`src/rtl/cpu_types_pkg.sv`:
```
// Shared pipeline types: control FSM states and per-latch strobe bundle.
package cpu_types_pkg;

  typedef enum logic [1:0] {
    RUN,
    DWAIT,
    HALTED
  } pipe_state_t;

  typedef struct packed {
    logic pc_en;
    logic fd_en;
    logic fd_flush;
    logic dx_en;
    logic dx_flush;
    logic xm_en;
    logic xm_flush;
    logic mw_en;
    logic mw_flush;
  } pipe_ctrl_t;

  localparam pipe_ctrl_t CTL_RUN = '{
    pc_en: 1'b1, fd_en: 1'b1, fd_flush: 1'b0,
    dx_en: 1'b1, dx_flush: 1'b0,
    xm_en: 1'b1, xm_flush: 1'b0,
    mw_en: 1'b1, mw_flush: 1'b0
  };

endpackage

```
`src/rtl/sat_counter.sv`:
```
// Saturating up-counter: sticks at all-ones instead of wrapping.
module sat_counter #(
  parameter int CNT_W = 32
) (
  input  logic             CLK,
  input  logic             nRST,
  input  logic             inc,
  output logic [CNT_W-1:0] count
);

  logic [CNT_W-1:0] count_q;
  logic [CNT_W-1:0] count_d;

  always_comb begin
    count_d = count_q;
    if (inc && (count_q != '1)) begin
      count_d = count_q + 1'b1;
    end
  end

  always_ff @(posedge CLK or negedge nRST) begin
    if (!nRST) begin
      count_q <= '0;
    end else begin
      count_q <= count_d;
    end
  end

  assign count = count_q;

endmodule

```
`src/rtl/pipeline_control.sv`:
```
// Pipeline latch enable/flush control, dmem wait state, halt,
// and saturating stall/redirect performance counters.
module pipeline_control
  import cpu_types_pkg::*;
#(
  parameter int CNT_W = 32
) (
  input  logic             CLK,
  input  logic             nRST,
  input  logic             ihit,
  input  logic             dhit,
  input  logic             mem_req,
  input  logic             hazard_stall,
  input  logic             redirect,
  input  logic             halt_mem,
  output logic             pc_en,
  output logic             fd_en,
  output logic             fd_flush,
  output logic             dx_en,
  output logic             dx_flush,
  output logic             xm_en,
  output logic             xm_flush,
  output logic             mw_en,
  output logic             mw_flush,
  output logic             halt,
  output logic [CNT_W-1:0] stall_cnt,
  output logic [CNT_W-1:0] redirect_cnt
);

  pipe_state_t state_q;
  pipe_state_t state_d;
  logic        started_q;
  logic        started_d;
  logic        halt_q;
  logic        halt_d;
  pipe_ctrl_t  ctl;
  logic        eval;
  logic        miss;
  logic        stall_inc;
  logic        redir_inc;

  always_ff @(posedge CLK or negedge nRST) begin
    if (!nRST) begin
      state_q   <= RUN;
      started_q <= 1'b0;
      halt_q    <= 1'b0;
    end else begin
      state_q   <= state_d;
      started_q <= started_d;
      halt_q    <= halt_d;
    end
  end

  always_comb begin
    ctl       = '0;
    state_d   = state_q;
    started_d = 1'b1;
    halt_d    = halt_q;
    eval      = 1'b0;
    miss      = 1'b0;
    redir_inc = 1'b0;

    unique case (state_q)
      RUN: begin
        eval = started_q;
        miss = mem_req & ~dhit;
      end
      DWAIT: begin
        // mem_req is ignored here: the access is the one already waiting
        if (dhit) begin
          eval    = 1'b1;
          state_d = RUN;
        end
      end
      HALTED: halt_d = 1'b1;
      default: state_d = RUN;
    endcase

    if (eval) begin
      priority case (1'b1)
        halt_mem: begin
          state_d = HALTED;
          halt_d  = 1'b1;
        end
        miss: state_d = DWAIT;
        redirect: begin
          ctl          = CTL_RUN;
          ctl.fd_flush = 1'b1;
          ctl.dx_flush = 1'b1;
          redir_inc    = 1'b1;
        end
        hazard_stall: begin
          ctl          = CTL_RUN;
          ctl.pc_en    = 1'b0;
          ctl.fd_en    = 1'b0;
          ctl.dx_flush = 1'b1;
        end
        !ihit: begin
          ctl          = CTL_RUN;
          ctl.pc_en    = 1'b0;
          ctl.fd_flush = 1'b1;
        end
        default: ctl = CTL_RUN;
      endcase
    end

    stall_inc = started_q & (state_q != HALTED) & ~ctl.pc_en;
  end

  sat_counter #(.CNT_W(CNT_W)) u_stall_cnt (
    .CLK   (CLK),
    .nRST  (nRST),
    .inc   (stall_inc),
    .count (stall_cnt)
  );

  sat_counter #(.CNT_W(CNT_W)) u_redir_cnt (
    .CLK   (CLK),
    .nRST  (nRST),
    .inc   (redir_inc),
    .count (redirect_cnt)
  );

  assign pc_en    = ctl.pc_en;
  assign fd_en    = ctl.fd_en;
  assign fd_flush = ctl.fd_flush;
  assign dx_en    = ctl.dx_en;
  assign dx_flush = ctl.dx_flush;
  assign xm_en    = ctl.xm_en;
  assign xm_flush = ctl.xm_flush;
  assign mw_en    = ctl.mw_en;
  assign mw_flush = ctl.mw_flush;
  assign halt     = halt_q;

endmodule
```
`config.mk`:
```
export PLATFORM = sky130hd
export DESIGN_NAME = pipeline_control
export DESIGN_NICKNAME = d
export VERILOG_FILES = /design/src/rtl/cpu_types_pkg.sv /design/src/rtl/sat_counter.sv /design/src/rtl/pipeline_control.sv
export SDC_FILE = /design/constraint.sdc
export NUM_CORES = 1
export LEC_CHECK = 0
export BUFFER_PORTS_ARGS = -buffer_cell sky130_fd_sc_hd__buf_2
export CORE_MARGIN = 8
export CORE_UTILIZATION = 52
export DETAILED_ROUTE_END_ITERATION = 8
export PLACE_DENSITY = 0.78
export SLEW_MARGIN = 20
export SYNTH_ARGS = -nofsm -noshare
export SYNTH_HDL_FRONTEND = slang
export SYNTH_HIERARCHICAL = 1
export SYNTH_SLANG_ARGS = --single-unit
```
`constraint.sdc`:
```
create_clock -name CLK -period 5.2 [get_ports CLK]
set_input_delay 0.26 -clock CLK [delete_from_list [all_inputs] [get_ports CLK]]
set_output_delay 0.26 -clock CLK [all_outputs]
set_load 0.01 [all_outputs]
```
Yosys cells after proc, flatten, opt, wreduce, memory -nomap -nowiden

Index checks and enable logic that the tools add are counted.

Output and inout port bits: 74
Input port bits: 8
Register bits: 68
Logic and storage cells: 42

Reduce and logical (&&, ||, !) cells: 4
Bitwise logic cells: 5
Multiplexer cells: 21
Add/subtract/negate cells: 2
Eq/ne operators: 5

Operators by type and width:

| operator                | count |
|---|---|
| $add A32 B1 Y32 const B | 2 |
| $ne A32 B32 Y1 const B  | 2 |
| $mux W9                 | 6 |
| $mux W1                 | 9 |
| $mux W2                 | 4 |
| $pmux W2 S2             | 1 |
| $and A1 B1 Y1           | 3 |
| $eq A2 B1 Y1 const B    | 1 |
| $eq A2 B2 Y1 const B    | 1 |
| $logic_and A1 B1 Y1     | 2 |
| $logic_not A2 Y1        | 1 |
| $ne A2 B2 Y1 const B    | 1 |
| $not A1 Y1              | 2 |
| $pmux W1 S2             | 1 |
| $reduce_or A2 Y1        | 1 |

Logic depth before layout (Yosys ltp)

Gate-level depths: netlist of run 1.

Depth in word-level cells: 9
Gate-level depth with buffers: 9
Mapped depth without buffers: 8

Hierarchy

Netlist of run 1, hierarchy kept.

Modules (own cells, without submodules):

| module           | area each (sq um) | cells an instance | seq. area each (sq um) | times used |
|---|---|---|---|---|
| sat_counter      | 1624.1            | 151               | 800.8                  | 2 |
| pipeline_control | 265.3             | 33                | 100.1                  | 1 |

Least setup slack after synthesis of run 1

Ideal clock, no wire load.

Kind: reg2reg
From: register state_q[0]
To: register u_redir_cnt.count_q[29], in the netlist u_redir_cnt/count[29]
Buffers on the path: 1
Clock period less this slack: 2095 ps
Slack: 3105 ps
Setup time: 79 ps
Arrival: 2016 ps
Data required time: 5121 ps
Cell stages (with the launch flop): 10
Path through: dfrtp_1 -> nor2_2 -> o221ai_2 -> nor2_1 -> and3_1 -> nor2b_1 -> clkbuf_1 -> nand4_1 -> nor4_2 -> xor2_1

Longest elaborated chain between the ends: 6
Elaborated cells between the ends (all ways): 8
Those cells by class: 1 x eq/ne; 5 x mux; 2 x reduce/logical

RTL lines:

| item                     | line                   | source |
|---|---|---|
| start: declaration       | pipeline_control.sv:30 | `pipe_state_t state_q;` |
| start signal: assignment | pipeline_control.sv:48 | `state_q <= state_d;` |
| $logic_not A2 Y1         | pipeline_control.sv:63 | `unique case (state_q)` |
| $mux W1                  | pipeline_control.sv:63 |  |
| $mux W1 (2 in series)    | pipeline_control.sv:80 | `priority case (1'b1)` |
| $mux W1 (*)              | pipeline_control.sv:79 | `if (eval) begin` |
| via redir_inc            | pipeline_control.sv:40 | `logic redir_inc;` |
| $logic_and A1 B1 Y1 (*)  | sat_counter.sv:16      | `if (inc && (count_q != '1)) begin` |
| end signal: assignment   | sat_counter.sv:25      | `count_q <= count_d;` |
| end: declaration         | sat_counter.sv:11      | `logic [CNT_W-1:0] count_q;` |

The timed path passes the listed nets; every way through them passes the cells marked *.
A chain may end at the register's enable or synchronous reset.

Worst setup path in the final report of run 1

Same ends and word-level chain as after synthesis.

==> reports/metrics.cfg, run 1 <==
[status]
outcome = complete, no violations

[critical_path]
critPathMaxFanout = 7
endpoint_kind = register
worst_ep_arrival_time_ps = 2760
reg2regPathDepth = 8
cp.required_ps = 5450
critical_path_class = reg -> reg
setup.worst_path.start_class = register

[routing]
viasPerCell = 5.76
finalWirelength_mm = 8.29
postRouteAntennaNets = 0
drt_iter0_markers = 141
first_pass_iters = 4
drc = 0
wl_per_cell_um = 16.5
vias = 2903

[final_layout]
num_antenna_cells = 0
layout.nets = 429
drive_gt1_frac = 0.281
synthToLayoutAreaGrowth_pct = 19.4
final_area_mm2 = 0.00420

[timing]
setup_tns_ps = 0
max_freq_mhz = 399
timing.final.hold_violations = 0
finClkSkew_ps = 9.51
fin_crit_sh = 0.482
final_max_slew_viol_count = 0
period_minus_slack_ps = 2500
rsz0062_at_grt = no
tightestPinTransition_ps = 828
setup_viol = 0
slew_headroom = 0.448

[synthesis]
yosys_warnings = 6
ys_ff_latch = 68
synth.distinct_cells = 38
synthArstFlopShare = 1.00
syn_area_per_cell_um2 = 10.5
synth-seq-area-share = 0.484
syn_inst = 335
syn_area_mm2 = 0.00351
synth_edf_count = 0
synth_top_flop_cell = dfrtp_1

[power]
powerDensity_mw_per_mm2 = 251
peakVddDrop_mv = 0.179
p_leak_nw = 2.02

[cts]
clk_path_buf_depth = 2
cts_buffers = 9
cts_root_buf = clkbuf_8
path_clk_slew_ps = 80
cts-hold-fix-buffers = 0
clk_latency_ps = 330
post_cts_buffers = 0
cts.sinks = 68
cts_tree = built
cts_resized = 0
htree_levels = 3

[place]
port_buffers = 79
place.gp.congestion = 0.981
place_area_mm2 = 0.00396
dp_hpwl_mm = 6.17

[grt]
grt_start_max_net_pins = 69
track_usage = 0.177
antenna_found_initial = 0
grt_overflow = 0
grt_pass1_wl_mm = 13.9
grt_pass1_vias = 2899

[floorplan]
rows = 30
fp.dieArea_mm2 = 0.00964
die_x_um = 98.2
initial_utilization = 0.526
io_pins = 82
coreArea_mm2 = 0.00668
die_y_um = 98.2

[worst_hold_path]
hp-class = in -> async

[run]
drv_cap = 0

logic make-up after synthesis:
logic type	Yosys count	synth area share
mux	4	0.0128
xor+xnor	58	0.145
simple gates	168	0.280
fa+ha+maj	2	0.00712
compound gates	19	0.0452
flops	68	0.484
other cells	2	0.00214
buf+inv	14	0.0235
cell type report:
class / instances / area, µm²
clock buffer: 13 / 169
sequential: 68 / 1700
multi-input combinational: 254 / 1730
fill: 572 / 2480
tap: 80 / 100
inverter: 6 / 22.5
timing repair buffer: 80 / 403
clock inverter: 3 / 67.6
worst paths after layout:
check                                     startpoint                                end  slack [ps]
worst min register to register        halt$_DFF_PN0_                     halt$_DFF_PN0_         470
worst max register to register  state_q[0]$_DFF_PN0_  u_redir_cnt/count[29]$_DFFE_PN0P_        2700
worst min-delay path                            nRST  u_redir_cnt/count[10]$_DFFE_PN0P_          90
worst max-delay path            state_q[0]$_DFF_PN0_  u_redir_cnt/count[29]$_DFFE_PN0P_        2700
min in group CLK                                dhit               state_q[0]$_DFF_PN0_         120
max in group asynchronous                       nRST   u_stall_cnt/count[7]$_DFFE_PN0P_        4550
metal layers:
layer | part of all wire | GRT usage | up-vias
met2 | 0.48 | 0.286 | 109
met4 | 0.022 | 0.0874 | 0
met3 | 0.068 | 0.0469 | 18
met5 | 0 | 0 | -
li1 | - | - | 1361
met1 | 0.43 | 0.214 | 1415
sequential cells by signal, summed over array words and instances, names as in the netlist:
register,cells
halt,1
u_stall_cnt/count,32
state_q,2
u_redir_cnt/count,32
started_q,1
critical path, stage by stage (launching register included):
cell,delay [ps]
dfrtp_1,450
nor2_2,150
o221ai_2,170
nor2_1,390
and3_1,270
nor2b_1,470
nand4_1,170
nor4_2,200
xor2_1,170
per-stage QoR:
step / hold WS (ps) / setup slack [ps] / util / std cells / power, mW
6_report: 89.9 / 2700 / 0.628 / 504 / 1.05
5_1_grt: 124 / 2470 / 0.628 / 504 / 1.09
4_1_cts: 106 / 2720 / 0.628 / 504 / 1.06
3_5_place_dp: 452 / 2740 / 0.593 / 488 / 0.558
3_3_place_gp: 448 / 2880 / 0.593 / 488 / 0.557
2_1_floorplan: -35.6 / 3100 / - / 336 / 0.544
layout by cell type (no fill, tap or decap), types with 3 or more instances in the layout:
master / instances
dfrtp_1: 68
o211ai_1: 5
xnor2_1: 48
nor2_1: 24
nand4_1: 30
nand2_1: 33
or4_4: 4
xor2_1: 10
conb_1: 3
nor4_1: 6
buf_2: 79
a21oi_1: 7
nor3_1: 7
nand3_1: 30
a31oi_1: 3
and4_1: 8
nor3_2: 4
inv_1: 6
clkbuf_8: 12
and3_1: 4
report_power, final:
part | switching [mW] | total [mW] | internal [mW]
clock network | 0.198 | 0.507 | 0.310
registers | 0.000467 | 0.529 | 0.529
logic | 0.0139 | 0.0171 | 0.00326
Yosys cell counts (3+ instances only):
master	instances	area [µm²]
a21oi_1	7	35.0
a31oi_1	3	18.8
and3_1	4	25.0
and4_1	8	70.1
buf_4	4	30.0
dfrtp_1	68	1700
inv_1	6	22.5
nand2_1	33	124
nand3_1	30	150
nand4_1	30	188
nor2_1	24	90.1
nor3_1	7	35.0
nor3_2	4	40.0
nor4_1	6	37.5
o211ai_1	5	37.5
or4_4	4	45.0
xnor2_1	48	420
xor2_1	10	87.6
No activity file was read; power rests on OpenSTA's default activity.
==> run 2: changes to the inputs <==
Settings changed: ABC_AREA set to 1, CORE_UTILIZATION 52 to 51, PLACE_DENSITY 0.78 to 0.77.
Clock period 5.2 ns to 2.15 ns, I/O delays scaled along.
==> reports/metrics.cfg, run 2 <==
[synthesis]
synthXorXnorAreaFrac = 0.0299
syn_area_per_cell_um2 = 6.59
synth-compound-area-share = 0.0208
synth_top_area_cell = dfrtp_1
ys_ff_latch = 68
synthTopCellsByCount = 291 x nand2_1, 109 x nor2_1, 68 x dfrtp_1
synthAdderAreaFrac = 0.00533
synth-simple-area-share = 0.498
synth.distinct_cells = 27
synth_edf_count = 0
synth_top_flop_cell = dfrtp_1
netlist.area_leader.share = 0.363
ys_top_cells_by_area = dfrtp_1 36%, nand2_1 23%, nor2_1 8.7%
syn_area_mm2 = 0.00469
yosys_warnings = 6
synth.most_common_cell = nand2_1
muxShareOfSynthArea = 0
syn_inst = 712
synth-seq-area-share = 0.363
synth_top_family_by_area = simple AND/OR/NAND/NOR gates
synthArstFlopShare = 1.00

[status]
outcome = complete, no violations

[critical_path]
r2r-end = u_stall_cnt/count[22]$_DFFE_PN0P_
crit_top_cell = nand2_1
reg2regPathDepth = 12
crit_buf_inv = 1
cp.required_ps = 2390
cp_top_family = simple AND/OR/NAND/NOR gates
worst_ep_arrival_time_ps = 2200
r2r_start = state_q[1]$_DFF_PN0_
rrSetupSlack_ps = 190
cp_slowest_stage_delay_ps = 420
slowest_stage = dfrtp_1
critPathMaxFanout = 6
crit_chain = nor2_1 -> nand2_1 -> nand3_1 -> nor2_2 -> nor2_2 -> inv_1 -> nor2_4 -> nand2_1 -> nor2_2 -> nand3_1 -> nand2_1 -> nand2_1
endpoint_kind = register
critical_path_class = reg -> reg
setup.worst_path.start_class = register

[final_layout]
nFillCells = 855
layout.nets = 808
final_area_mm2 = 0.00535
drive_gt1_frac = 0.191
synthToLayoutAreaGrowth_pct = 14.1
final_common_cell = nand2_1
num_antenna_cells = 0
mostFrequentLayoutCells = 291 x nand2_1, 99 x nor2_1, 79 x buf_2

[worst_hold_path]
min_path_cells = 4
hp-start = dhit
hp-class = in -> reg
hold_end = state_q[0]$_DFF_PN0_

[routing]
drt_iter0_markers = 340
finalWirelength_mm = 13.0
postRouteAntennaNets = 0
drc = 0
wl_per_cell_um = 14.2
vias = 4892
viasPerCell = 5.36
first_pass_iters = 5

[power]
p_sw_frac = 0.229
pwr-share-seq = 0.580
p_leak_nw = 2.52
peakVddDrop_mv = 0.223
power.internal_mw = 1.70
powerDensity_mw_per_mm2 = 412
p_clk_frac = 0.397
p_sw_uw = 506
p_total_mw = 2.21
pwr-share-comb = 0.023

[cts]
clk_latency_ps = 340
clk_path_buf_depth = 2
cts.sinks = 68
cts_tree = built
cts_root_buf = clkbuf_8
path_clk_slew_ps = 80
htree_levels = 3
cts_buffers = 9
post_cts_buffers = 0

[timing]
finClkSkew_ps = 11.4
slew_headroom = 0.548
setup_viol = 0
final_max_slew_viol_count = 0
tightestPinTransition_ps = 678
timing.final.hold_violations = 0
rsz0062_at_grt = yes
max_freq_mhz = 510
period_minus_slack_ps = 1960
fin_crit_sh = 0.913

[floorplan]
initial_utilization = 0.517
io_pins = 82
die_y_um = 112
rows = 35
coreArea_mm2 = 0.00906
die_x_um = 112
fp.dieArea_mm2 = 0.0125

[grt]
track_usage = 0.212
grt_start_max_net_pins = 42
antenna_found_initial = 0
grt_pass1_vias = 4770
grt_pass1_wl_mm = 22.1
grt_overflow = 0

[place]
dp_hpwl_mm = 9.93
port_buffers = 79
place.gp.congestion = 0.971
place_area_mm2 = 0.00516

[run]
drv_cap = 0

run 2: power by group through the flow:
stage	clock [mW]	sequential, mW	combinational (mW)
floorplan	0	1.30	0.0120
global placement	0	1.30	0.0489
detailed placement	0	1.30	0.0509
CTS	0.900	1.28	0.0522
global route	0.958	1.28	0.0598
finish	0.876	1.28	0.0503
run 2: layout make-up:
class                           count  area, µm²  share of cell area
Multi-Input combinational cell    567       2650               0.494
Sequential cell                    68       1700               0.318
Timing Repair Buffer               88        478              0.0893
Inverter                           64        240              0.0449
Tap cell                          111        139              0.0259
Clock buffer                       12        135              0.0252
Clock inverter                      3       15.0             0.00280
run 2: repair_timing:
item	4_1_cts	5_1_grt
setup endpoints to repair	0	19
hold buffers	1	0
resized for setup	0	12
endpoints found under the hold margin	27	0
run 2: kinds of logic after synthesis:
group,count (synthesis)
AOI/OAI and AO/OA,17
xor gates and xnor gates,16
adders and majority gates,2
buffers and inverters,78
DFF,68
other,2
and+or+nand+nor,529
run 2: layer usage:
| layer | track usage | vias up | wire [µm] |
|---|---|---|---|
| met5 | 0 | - | 0 |
| met4 | 0.0793 | 0 | 221 |
| met3 | 0.0498 | 26 | 1050 |
| met2 | 0.357 | 192 | 6240 |
| met1 | 0.258 | 2296 | 5460 |
| li1 | - | 2378 | - |
run 2: through the flow:
stage	utilization	worst slack, ps	hold WS, ps	cells	TNS, ps
finish	0.591	188	71.1	913	0
global route	0.591	-8.46	67.5	913	-8.46
CTS	0.587	52.7	55.3	913	0
detailed placement	0.569	63.1	182	897	0
global placement	0.569	194	173	897	0
floorplan	-	153	-188	713	0
run 2: worst max path at each step:
stage,start,endpoint,cells past startpoint
5_1_grt,state_q[1]$_DFF_PN0_,u_stall_cnt/count[27]$_DFFE_PN0P_,11
6_report,state_q[1]$_DFF_PN0_,u_stall_cnt/count[22]$_DFFE_PN0P_,12
3_5_place_dp,state_q[1]$_DFF_PN0_,u_stall_cnt/count[22]$_DFFE_PN0P_,12
2_1_floorplan,state_q[0]$_DFF_PN0_,u_stall_cnt/count[26]$_DFFE_PN0P_,12
4_1_cts,state_q[1]$_DFF_PN0_,u_stall_cnt/count[22]$_DFFE_PN0P_,12
3_3_place_gp,state_q[1]$_DFF_PN0_,u_stall_cnt/count[22]$_DFFE_PN0P_,12
run 2: tightest hold or removal path: stages:
cell and delay, ps:
buf_2 100, nor2_1 50, nand2_1 50, o21ai_1 60
==> run 3: changes to the inputs <==
Settings changed: GPL_TIMING_DRIVEN set to 0.
==> reports/metrics.cfg, run 3 (same netlist as run 2, synthesis figures left out) <==
[status]
outcome = complete, no violations

[critical_path]
critical_path_class = reg -> reg
setup.worst_path.start_class = register
worst_ep_arrival_time_ps = 2210
reg2regPathDepth = 11
endpoint_kind = register
cp.required_ps = 2390
critPathMaxFanout = 9

[floorplan]
die_y_um = 112
initial_utilization = 0.517
coreArea_mm2 = 0.00906
die_x_um = 112
fp.dieArea_mm2 = 0.0125
io_pins = 82
rows = 35

[final_layout]
drive_gt1_frac = 0.206
num_antenna_cells = 0
fin_util = 0.610
final_common_cell = nand2_1
layout.nets = 818
synthToLayoutAreaGrowth_pct = 17.9
stdcell_count = 922
mostFrequentLayoutCells = 290 x nand2_1, 97 x nor2_1, 78 x buf_2

[timing]
hold_slack_ps = 54.3
setup_tns_ps = 0
finClkSkew_ps = 11.2
max_freq_mhz = 507
final_max_slew_viol_count = 0
fin_crit_sh = 0.918
period_minus_slack_ps = 1970
rsz0062_at_grt = no
fin_ws_ps = 177
timing.final.hold_violations = 0
setup_viol = 0

[place]
port_buffers = 79
dp_cells = 904
pre_cts_ws_ps = -387
place.gp.congestion = 0.959
dp_hpwl_mm = 10.0

[cts]
clk_path_buf_depth = 2
cts.sinks = 68
cts_tree = built
cts_root_buf = clkbuf_8
path_clk_slew_ps = 70
htree_levels = 3
clk_latency_ps = 340
cts_buffers = 9

[power]
powerDensity_mw_per_mm2 = 406
p_leak_nw = 2.60
peakVddDrop_mv = 0.309

[routing]
viasPerCell = 5.21
vias = 4808
postRouteAntennaNets = 0
finalWirelength_mm = 13.1
drt_iter0_markers = 291
first_pass_iters = 5
drc = 0
wl_per_cell_um = 14.2

[grt]
grt_start_max_net_pins = 44
antenna_found_initial = 0
grt_overflow = 0
track_usage = 0.210
grt_pass1_vias = 4533
grt_pass1_wl_mm = 21.5

[run]
drv_cap = 0

[worst_hold_path]
min_path_cells = 4
hp-class = in -> reg

-- run 3: cell types whose count changed in the layout (fill, tap and decap cells not counted) --
cell / before / now
nand2_1: 291 / 290
buf_6: 0 / 6
buf_8: 0 / 2
buf_2: 79 / 78
nor2_4: 10 / 18
nand2_2: 16 / 17
buf_4: 7 / 10
buf_16: 0 / 1
nor2_1: 99 / 97
buf_12: 1 / 0
clkbuf_1: 3 / 1
clkbuf_8: 9 / 10
nor2_2: 15 / 9
-- run 3: per-layer routing --
layer | global-route usage | vias to the layer above | wire (µm)
met5 | 0 | - | 0
met4 | 0.0775 | 0 | 197
met3 | 0.0368 | 18 | 792
met2 | 0.343 | 157 | 6040
met1 | 0.270 | 2227 | 6050
li1 | - | 2406 | -
-- run 3: worst max-delay path, stage by stage, from the launching register on --
cell	delay [ps]
dfrtp_1	400
inv_2	60
or2_4	230
nand2_4	120
nor2_2	80
nor2_4	150
buf_4	130
nand3_1	100
nor2_1	340
nand3_1	150
nand2_1	80
nand2_1	50
-- run 3: path summary, 6_finish.rpt --
path,from,slack [ps],to
max in group asynchronous,nRST,1380,u_redir_cnt/count[16]$_DFFE_PN0P_
worst max-delay path,state_q[0]$_DFF_PN0_,180,u_stall_cnt/count[25]$_DFFE_PN0P_
worst min-delay path,dhit,50,state_q[0]$_DFF_PN0_
min in group asynchronous,nRST,220,u_stall_cnt/count[10]$_DFFE_PN0P_
worst max register to register,state_q[0]$_DFF_PN0_,180,u_stall_cnt/count[25]$_DFFE_PN0P_
worst min register to register,halt$_DFF_PN0_,490,halt$_DFF_PN0_
-- run 3: what timing repair did --
item / in CTS / in global routing
endpoints found under the hold margin: 25 / 0
buffers inserted: 0 / 3
pin swaps: 0 / 3
cloned: 0 / 0
setup endpoints to repair: 16 / 16
resized for setup: 11 / 12
hold buffers: 1 / 0
-- run 3: through the flow --
step / cell area (µm²) / power (mW)
after floorplan: 4690 / 1.32
after global placement: 5230 / 1.35
after detailed placement: 5260 / 1.36
after CTS: 5460 / 2.28
after global routing: 5530 / 2.33
final: 5530 / 2.25
-- run 3: cell type report --
| type | instances | area (µm²) |
|---|---|---|
| Fill cell | 841 | 3530 |
| Multi-Input combinational cell | 567 | 2690 |
| Sequential cell | 68 | 1700 |
| Timing Repair Buffer | 84 | 458 |
| Inverter | 64 | 240 |
| Buffer | 14 | 143 |
| Clock buffer | 11 | 141 |
| Tap cell | 111 | 139 |
| Clock inverter | 3 | 15.0 |
-- run 3: power breakdown --
group	internal, mW	total (mW)	leakage [nW]	switching [mW]
clock network	0.432	0.910	0.0848	0.478
registers	1.28	1.28	0.938	0.000412
logic	0.0171	0.0562	1.57	0.0390
